--- src/rtl/ps2_pkg.sv ---
// PS/2 scan-code receiver: shared state type, prefix codes, defaults.
// Build option PS2_PARITY_CHECK_EN enables the odd-parity check.
package ps2_pkg;

  typedef enum logic [1:0] {
    IDLE,
    DATA,
    PARITY,
    STOP
  } ps2_state_t;

  localparam logic [7:0] PS2_PREFIX_EXT = 8'hE0;
  localparam logic [7:0] PS2_PREFIX_BRK = 8'hF0;

  localparam int PS2_TIMEOUT_DEFAULT = 200000;

  function automatic logic ps2_odd_ok(
    input logic [7:0] d,
    input logic       p
  );
    return ^{d, p};
  endfunction

endpackage

--- src/rtl/ps2_scancode_rx_if.sv ---
// Byte-level bundle between the frame receiver and the prefix layer.
// tmo flags the timeout subset of frame_err.
interface ps2_scancode_rx_if;

  logic [7:0] rx_byte;
  logic       byte_valid;
  logic       frame_err;
  logic       tmo;

  modport master (
    output rx_byte,
    output byte_valid,
    output frame_err,
    output tmo
  );

  modport slave (
    input rx_byte,
    input byte_valid,
    input frame_err,
    input tmo
  );

endinterface

--- src/rtl/ps2_frame_rx.sv ---
// PS/2 frame receiver: sync, edge detect, frame FSM, parity, timeout.
// Define PS2_PARITY_CHECK_EN to reject frames with bad odd parity.
module ps2_frame_rx
  import ps2_pkg::*;
#(
  parameter int TIMEOUT_CYCLES = PS2_TIMEOUT_DEFAULT
) (
  input  logic              clk_in,
  input  logic              rst_in,
  input  logic              ps2_clk_in,
  input  logic              ps2_data_in,
  ps2_scancode_rx_if.master frm
);

  localparam int CW =
    (TIMEOUT_CYCLES > 1) ? $clog2(TIMEOUT_CYCLES) : 1;
  localparam logic [CW-1:0] LIM = CW'(TIMEOUT_CYCLES - 1);

  ps2_state_t    state, state_n;
  logic [2:0]    bitcnt, bit_n;
  logic [7:0]    sr, sr_n;
  logic          par, par_n;
  logic [CW-1:0] cnt, cnt_n;
  logic [1:0]    clk_s, dat_s;
  logic          clk_d;
  logic          fall, d, par_ok, expire;
  logic          byte_valid, frame_err, tmo;

  assign fall   = clk_d & ~clk_s[1];
  assign d      = dat_s[1];
  assign expire = (state != IDLE) && (cnt == LIM);

`ifdef PS2_PARITY_CHECK_EN
  assign par_ok = ps2_odd_ok(sr, par);
`else
  // parity bit is captured but deliberately not checked
  assign par_ok = par | 1'b1;
`endif

  always_ff @(posedge clk_in) begin
    if (rst_in) begin
      clk_s  <= 2'b11;
      dat_s  <= 2'b11;
      clk_d  <= 1'b1;
      state  <= IDLE;
      bitcnt <= '0;
      sr     <= '0;
      par    <= 1'b0;
      cnt    <= '0;
    end else begin
      clk_s  <= {clk_s[0], ps2_clk_in};
      dat_s  <= {dat_s[0], ps2_data_in};
      clk_d  <= clk_s[1];
      state  <= state_n;
      bitcnt <= bit_n;
      sr     <= sr_n;
      par    <= par_n;
      cnt    <= cnt_n;
    end
  end

  always_comb begin
    state_n    = state;
    bit_n      = bitcnt;
    sr_n       = sr;
    par_n      = par;
    byte_valid = 1'b0;
    frame_err  = 1'b0;
    tmo        = 1'b0;
    if (fall || state == IDLE) begin
      cnt_n = '0;
    end else if (cnt == LIM) begin
      cnt_n = cnt;
    end else begin
      cnt_n = cnt + CW'(1);
    end
    if (expire) begin
      state_n   = IDLE;
      frame_err = 1'b1;
      tmo       = 1'b1;
    end else if (fall) begin
      unique case (state)
        IDLE: begin
          if (!d) begin
            state_n = DATA;
            bit_n   = '0;
          end
        end
        DATA: begin
          sr_n  = {d, sr[7:1]};
          bit_n = bitcnt + 3'd1;
          if (bitcnt == 3'd7) state_n = PARITY;
        end
        PARITY: begin
          par_n   = d;
          state_n = STOP;
        end
        STOP: begin
          state_n = IDLE;
          if (d && par_ok) byte_valid = 1'b1;
          else             frame_err  = 1'b1;
        end
        default: state_n = IDLE;
      endcase
    end
  end

  assign frm.rx_byte    = sr;
  assign frm.byte_valid = byte_valid;
  assign frm.frame_err  = frame_err;
  assign frm.tmo        = tmo;

endmodule

--- src/rtl/ps2_scancode_rx.sv ---
// PS/2 scan-code receiver top: E0/F0 prefix layer over ps2_frame_rx.
// Define PS2_PARITY_CHECK_EN to reject frames with bad odd parity.
module ps2_scancode_rx
  import ps2_pkg::*;
#(
  parameter int TIMEOUT_CYCLES = PS2_TIMEOUT_DEFAULT
) (
  input  logic       clk_in,
  input  logic       rst_in,
  input  logic       ps2_clk_in,
  input  logic       ps2_data_in,
  output logic [7:0] keypress_out,
  output logic       keypress_valid_out,
  output logic       extended_out,
  output logic       error_out
);

  ps2_scancode_rx_if frm ();

  logic ext_flag;
  logic brk_flag;

  ps2_frame_rx #(
    .TIMEOUT_CYCLES(TIMEOUT_CYCLES)
  ) u_frame (
    .clk_in      (clk_in),
    .rst_in      (rst_in),
    .ps2_clk_in  (ps2_clk_in),
    .ps2_data_in (ps2_data_in),
    .frm         (frm)
  );

  always_ff @(posedge clk_in) begin
    if (rst_in) begin
      ext_flag           <= 1'b0;
      brk_flag           <= 1'b0;
      keypress_out       <= 8'h00;
      keypress_valid_out <= 1'b0;
      extended_out       <= 1'b0;
      error_out          <= 1'b0;
    end else begin
      keypress_valid_out <= 1'b0;
      error_out          <= frm.frame_err;
      if (frm.byte_valid) begin
        unique case (1'b1)
          frm.rx_byte == PS2_PREFIX_EXT: ext_flag <= 1'b1;
          frm.rx_byte == PS2_PREFIX_BRK: brk_flag <= 1'b1;
          default: begin
            // a break code releases a key: swallow it
            if (!brk_flag) begin
              keypress_out       <= frm.rx_byte;
              extended_out       <= ext_flag;
              keypress_valid_out <= 1'b1;
            end
            ext_flag <= 1'b0;
            brk_flag <= 1'b0;
          end
        endcase
      end
      if (frm.tmo) begin
        ext_flag <= 1'b0;
        brk_flag <= 1'b0;
      end
    end
  end

endmodule
--- config.mk ---
export PLATFORM = sky130hd
export DESIGN_NAME = ps2_scancode_rx
export DESIGN_NICKNAME = d
export VERILOG_FILES = /design/src/rtl/ps2_pkg.sv /design/src/rtl/ps2_scancode_rx_if.sv /design/src/rtl/ps2_frame_rx.sv /design/src/rtl/ps2_scancode_rx.sv
export SDC_FILE = /design/constraint.sdc
export NUM_CORES = 1
export LEC_CHECK = 0
export CAP_MARGIN = 20
export CORE_MARGIN = 10
export CORE_UTILIZATION = 58
export CTS_CLUSTER_DIAMETER = 60
export DETAILED_ROUTE_END_ITERATION = 8
export GPL_TIMING_DRIVEN = 0
export HOLD_SLACK_MARGIN = 0.12
export PLACE_DENSITY = 0.77
export SYNTH_ARGS = -nofsm -noshare
export SYNTH_HDL_FRONTEND = slang
export SYNTH_SLANG_ARGS = --single-unit
--- constraint.sdc ---
create_clock -name clk_in -period 2.5 [get_ports clk_in]
set_input_delay 0.625 -clock clk_in [delete_from_list [all_inputs] [get_ports clk_in]]
set_output_delay 0.625 -clock clk_in [all_outputs]
set_load 0.02 [all_outputs]
# Word-level counts from Yosys, hierarchy flattened
# Index checks and enable logic that the tools add are counted.
# op_classes
mux	17
n_bitwise	8
n_addsub	2
reduce_logical	16
n_eq_ne	9
# op_table
cell	n
$add 18x1->18 const B	1
$eq 18x18->1 const B	1
$eq 8x8->1 const B	2
$mux 1	10
$reduce_and 3->1	3
$pmux 2 s4	1
$reduce_or 2->1	4
$not 1->1	7
$pmux 3 s2	1
$eq 2x2->1 const B	2
$mux 2	2
$pmux 1 s2	2
$reduce_and 2->1	2
$reduce_and 4->1	1
$reduce_bool 2->1	2
$reduce_or 4->1	1
$add 3x1->3 const B	1
$eq 3x3->1 const B	1
$mux 3	1
$eq 2x1->1 const B	1
$logic_not 2->1	1
$ne 2x1->1 const B	1
$ne 2x2->1 const B	1
$and 1x1->1	1
2 further kinds	2
# word_totals
ff_bits	49
elab_cells	65
output_inout_bits	11
input_bits	4

# Logic depth before layout (Yosys ltp)
# Gate-level depths: netlist (run 1).
# logic_depth
word_depth	6
ltp_mapped	7
depth_no_buf	6

# Hierarchy
# From an unflattened synthesis (run 1), not the netlist that was laid out.
# hier_totals
cells_unflattened	241
area_unflattened_um2	2264.7
# by_module_without_submodules
module	seq_area_each_um2	cells_per_inst	n_inst	area_each_um2
ps2_frame_rx	720.7	187	1	1715.4
ps2_scancode_rx	260.2	54	1	549.3

# Least setup slack after synthesis (run 1)
# Ideal clock, no wire load.
# synth_path
path_type	reg-to-reg
start	reg u_frame.state[0]
end	reg u_frame.cnt[17]
path_buffers	2
period_less_slack_ns	1.886
required_time_ns	2.439
arrival_ns	1.825
path_stages_with_launch	8
setup_ns	0.061
path_slack_ns	0.614
cell_sequence	dfxtp_1 > inv_1 > ha_1 > buf_2 > or3_1 > clkbuf_1 > or4_1 > nand2_1
# synth_between
elab_chain_len	3
# synth_lines
item	line	text
start, declared	ps2_frame_rx.sv:19	ps2_state_t state, state_n;
start signal, assigned	ps2_frame_rx.sv:54	state <= state_n;
$logic_not 2->1	ps2_frame_rx.sv:70	if (fall || state == IDLE) begin
$logic_or 1x1->1	ps2_frame_rx.sv:70	
$reduce_or 2->1 (no source line)	n/a	
end signal, assigned	ps2_frame_rx.sv:58	cnt <= cnt_n;
end, declared	ps2_frame_rx.sv:23	logic [CW-1:0] cnt, cnt_n;
# Every way passes these cells.
# A chain may end at the register's enable or synchronous reset.

# Worst setup path after layout (run 1)
# Ends and elaborated chain as after synthesis.

==> flow_summary.ini, run 1 <==
[outcome]
status = finished, final reports clean

[detailed_routing]
avgRoutedWirePerCell_um = 13.8
drt_iter0_drc = 113
wirelength_um = 4240
drt_drc_violations_left = 0
vias = 1729
ant_nets = 0
first_pass_iters = 4
viasPerCell = 5.65

[cts]
clkLatencyLatePin_ns = 0.30
cts_inserted_buffers = 5
htreeDepth = 2
clockBufferDepth = 2
clk_pin_slew_worst_paths_ns = 0.09
cts_setup_buffers = 0
cts_tree = done
ctsHoldBuffers = 0
clockRootBuffer = clkbuf_8
cts.sinks = 49
cts_resized = 0

[synth]
async_flop_share_pct = 0
ys_types = 50
synth_nets = 248
syn_inst = 237
yosysWarnings = 0
netlist_area_um2 = 2290
synth_most_common_cell = dfxtp_1
synth_ff_type = dfxtp_1
ys_seq_area_share_pct = 42.8
synth.avg_cell_area_um2 = 9.66
yosys_register_bits = 49
synth_top_area_share_pct = 42.8
synth_edf_count = 0
synth.top_cells.by_area = dfxtp_1 43%, mux2i_1 10%, nand2b_1 6.8%
synth_largest_area_cell = dfxtp_1
yosys-top-cells-count = 49 x dfxtp_1, 25 x nand2b_1, 23 x mux2i_1

[pwr]
ir_drop_mv = 0.359
switchingPower_uw = 268
p_int_mw = 1.09
sw_frac_of_total_pct = 19.7
power.clock.fraction_pct = 39.9
power.leakage_nw = 0.956
power_frac_comb_pct = 2.3
power_frac_seq_pct = 57.8
power_density_nw_per_um2 = 524
p_total_mw = 1.36

[grt]
grt_max_degree = 15
first_global_vias = 1677
antenna_found_initial = 0
grt_use_total_pct = 12.7
grt_pass1_wl_um = 7690
grt-ovfl-total = 0

[hold_path]
hold_depth = 1
hold_path_class = reg2reg
hp-start = u_frame.clk_s[0]
holdPathEnd = u_frame.clk_s[1]

[timing]
post-route-min-period_ns = 2.06
rsz0062_at_grt = false
setup_viol = 0
finClkSkew_ns = 0.00503
clock.fmax_mhz = 485
finalCritPeriodShare_pct = 82.5
max_slew_margin_pct = 41.9
worstMarginPinSlew_ns = 0.865
hold_viol = 0
whs_ns = 0.418
finalSetupTns_ns = 0
finalMaxSlewViolations = 0

[run]
drv_cap = 0

[worst_setup_path]
path_class = reg2reg
reg2reg_to = u_frame.cnt[17]
r2r_start = u_frame.state[0]
r2r.worst_path.cells = 7
cp.required_ns = 2.75
timing.critical_path.arrival_ns = 2.31
rrSetupSlack_ns = 0.44
cp_max_fo = 9
cp-end-kind = register
startpoint_type = register

[final_layout]
antenna_cells = 0
final_net_count = 269
drive_gt1_share_pct = 10.1
area_growth_pct = 13.3

[floorplanning]
die_w_um = 82.8
ios = 15
core_um2 = 3740
chipHeight_um = 82.8
fp.dieArea_um2 = 6860
initial_core_util_pct = 61.2
num_rows = 22

[placement]
port_buffers = 14
dp_hpwl_um = 3040
gp_congestion = 0.819
==> worst max-delay path, stage by stage, from the launching register on <==
cell	delay, ns
dfxtp_1	0.37
inv_1	0.08
ha_1	0.19
buf_2	0.19
or3_1	0.38
clkbuf_1	0.20
or4_1	0.53
nand2_1	0.07
==> how the worst max path moves through the flow <==
stage	startpoint	cells past startpoint	to
final	u_frame.state[0]	7	u_frame.cnt[17]
after detailed placement	rst_in	5	u_frame.cnt[4]
after global routing	rst_in	5	u_frame.cnt[4]
after global placement	rst_in	5	u_frame.cnt[4]
after CTS	u_frame.state[0]	7	u_frame.cnt[17]
after floorplan	u_frame.state[0]	7	u_frame.cnt[17]
==> area by class of cell <==
class / count / area, µm²
multi-input combinational: 172 / 1230
fill: 309 / 1150
sequential: 49 / 981
timing repair buffer: 14 / 140
buffer: 13 / 71.3
clock buffer: 5 / 68.8
tap: 48 / 60.1
clock inverter: 2 / 35.0
inverter: 3 / 11.3
==> power by group through the flow <==
stage | clock (mW) | combinational (mW) | sequential (mW)
detailed placement | 0 | 0.0309 | 0.804
finish | 0.542 | 0.0306 | 0.786
CTS | 0.553 | 0.0308 | 0.786
floorplan | 0 | 0.0207 | 0.804
global route | 0.578 | 0.0336 | 0.787
global placement | 0 | 0.0303 | 0.804
==> cells in the final DEF (no fill, tap or decap), types with 2 or more instances in the layout <==
| cell type | netlist | layout |
|---|---|---|
| a2111o_1 | 2 | 2 |
| a21oi_1 | 13 | 13 |
| and2_1 | 2 | 2 |
| and3_1 | 2 | 2 |
| and4_1 | 3 | 3 |
| buf_2 | 3 | 3 |
| buf_6 | 2 | 2 |
| clkbuf_1 | 7 | 7 |
| clkbuf_8 | 0 | 5 |
| clkdlybuf4s50_1 | 0 | 14 |
| dfxtp_1 | 49 | 49 |
| ha_1 | 7 | 7 |
| inv_1 | 3 | 3 |
| mux2i_1 | 23 | 23 |
| nand2_1 | 13 | 13 |
| nand2b_1 | 25 | 25 |
| nand3_1 | 6 | 6 |
| nand3b_1 | 3 | 3 |
| nand4_1 | 7 | 7 |
| nor2_1 | 9 | 9 |
| nor2b_1 | 3 | 3 |
| nor3_1 | 5 | 5 |
| nor4_1 | 2 | 2 |
| o21ai_0 | 8 | 8 |
| or2_2 | 5 | 5 |
| or3_1 | 4 | 4 |
| or4_1 | 2 | 2 |
| xor2_1 | 5 | 5 |
==> metal layers <==
metal	GRT usage (%)	wire [µm]
met5	0	0
met4	4.77	57
met2	18.7	1850
met1	16.9	2190
met3	3.61	137
==> through the flow <==
stage               util, %  setup WS (ns)  instance area [µm²]  cells
finish                 69.3          0.438                 2590    306
global route           69.3          0.271                 2590    306
CTS                    69.3          0.446                 2590    306
detailed placement     66.5          0.137                 2490    299
global placement       66.5          0.181                 2490    299
floorplan                 -          0.614                 2290    237
==> registers in the layout, indices dropped and copies added (netlist names), 2 cells and up <==
| register | flops |
|---|---|
| u_frame.cnt | 18 |
| keypress_out | 8 |
| u_frame.frm.rx_byte | 8 |
| u_frame.bitcnt | 3 |
| u_frame.clk_s | 2 |
| u_frame.dat_s | 2 |
| u_frame.state | 2 |
==> cell families (layout without fill, tap and decap cells) <==
kind of cell	Yosys count	after routing	synth area share (%)
compound gates	35	35	10.5
xor+xnor	6	6	2.30
fa+ha+maj	7	7	3.82
buf+inv	16	37	3.61
flops	49	49	42.8
mux	23	23	10.1
simple gates	101	101	26.9
Power figures use the tool's default switching activity.
==> run 2: changes to the inputs <==
clock period = 2.1 ns   (was 2.5 ns; I/O delays follow)
==> run 2 against run 1 <==
Compared with the run above:
- wire length fell by 0.83%
- cell count fell by 0.33%
- worst setup slack got worse by 0.24 ns
- sequential power rose by 19%
- hold slack barely moved
- clock power rose by 19%
- die area did not move
- maximum frequency rose by 8.3%
- core utilization rose by 0.57 points
- design area rose by 0.82%
- clock skew rose by 0.0024 ns
- register-to-register slack got worse by 0.24 ns
- critical endpoint unchanged
- largest cell class unchanged
- highest routed layer unchanged
==> flow_summary.ini, run 2 (synthesis results as in run 1) <==
[floorplanning]
die_w_um = 82.8
core_um2 = 3740
ios = 15
chipHeight_um = 82.8
num_rows = 22
fp.dieArea_um2 = 6860
initial_core_util_pct = 61.2

[worst_setup_path]
cp_max_fo = 9
cp-end-kind = register
path_class = reg2reg
startpoint_type = register
cp.required_ns = 2.35
timing.critical_path.arrival_ns = 2.15

[timing]
worstMarginPinSlew_ns = 0.789
worst_slack_ns = 0.196
finalMaxSlewViolations = 0
max_slew_margin_pct = 47.2
post-route-min-period_ns = 1.90
finalCritPeriodShare_pct = 90.7
rsz0062_at_grt = false
setup_viol = 0
finClkSkew_ns = 0.00747
whs_ns = 0.418
finalSetupTns_ns = 0
clock.fmax_mhz = 525
hold_viol = 0

[detailed_routing]
avgRoutedWirePerCell_um = 13.8
vias = 1742
drt_iter0_drc = 150
drt_drc_violations_left = 0
first_pass_iters = 4
wirelength_um = 4200
ant_nets = 0
viasPerCell = 5.71

[cts]
cts_resized = 0
cts.sinks = 49
cts_tree = done
ctsHoldBuffers = 0
clk_pin_slew_worst_paths_ns = 0.09
clockBufferDepth = 2
cts_setup_buffers = 0
cts_inserted_buffers = 5
htreeDepth = 2
clkLatencyLatePin_ns = 0.30
clockRootBuffer = clkbuf_8

[final_layout]
largest_register_ff_count = 18
final_net_count = 268
antenna_cells = 0
final_cell_mix = 49 x dfxtp_1, 25 x nand2b_1, 23 x mux2i_1, 14 x clkdlybuf4s50_1
top_register = u_frame.cnt
final_common_cell = dfxtp_1
final_core_util_pct = 69.9
fillerInstances = 306
layoutNonFillerInstCount = 305
area_growth_pct = 14.2
drive_gt1_share_pct = 12.1

[run]
drv_cap = 0

[pwr]
power.leakage_nw = 0.957
power_density_nw_per_um2 = 618
ir_drop_mv = 0.418

[grt]
grt_max_degree = 15
grt-ovfl-total = 0
antenna_found_initial = 0
first_global_vias = 1677
grt_use_total_pct = 12.7
grt_pass1_wl_um = 7690

[placement]
pre_cts_slack_ns = -0.163
gp_congestion = 0.819
port_buffers = 14
dp_hpwl_um = 3040
place_inst = 299

[hold_path]
hold_path_class = reg2reg

[outcome]
status = finished, final reports clean
-- run 2: cell types whose count changed in the layout (fill, tap and decap cells not counted), sizes merged --
cell | previous run | this run
clkbuf | 12 | 11
-- run 2: worst max-delay path: stages, from the launching register on --
cell and delay (ns):
dfxtp_1 0.37, inv_1 0.08, ha_1 0.19, buf_2 0.19, or3_4 0.45, or4_1 0.51
nand2_1 0.07
-- run 2: per-layer routing --
metal	routed length [µm]	vias to the layer above	global-route usage [%]
met5	0	-	0
met4	59	0	4.77
met3	167	7	3.61
met2	1840	28	18.7
met1	2130	816	16.9
li1	-	891	-
-- run 2: cell type report --
cell class	count	area [µm²]	area share (%)
plain buffers	12	67.6	2.58
clock buffers	5	68.8	2.63
clock inverters	2	35.0	1.34
inverters	3	11.3	0.431
multi-input cells	172	1250	47.8
flip-flops and latches	49	981	37.5
well taps	48	60.1	2.30
repair buffers	14	140	5.36
-- run 2: power breakdown --
part | switching (mW) | leakage (nW) | internal, mW
sequential | 0.00266 | 0.396 | 0.933
combinational | 0.0176 | 0.507 | 0.0195
clock | 0.297 | 0.0540 | 0.346
-- run 2: path summary, 6_finish.rpt --
| kind | start | cells after the start | slack, ns | endpoint |
|---|---|---|---|---|
| setup / recovery | u_frame.state[0] | 6 | 0.20 | u_frame.cnt[17] |
| hold / removal | u_frame.clk_s[0] | 1 | 0.42 | u_frame.clk_s[1] |
| setup reg to reg | u_frame.state[0] | 6 | 0.20 | u_frame.cnt[17] |
| hold reg to reg | u_frame.clk_s[0] | 1 | 0.42 | u_frame.clk_s[1] |
-- run 2: per-stage QoR --
step	power, mW	instance area (µm²)
global route	1.67	2620
finish	1.62	2620
detailed placement	0.994	2490
floorplan	0.981	2290
global placement	0.993	2490
CTS	1.63	2590
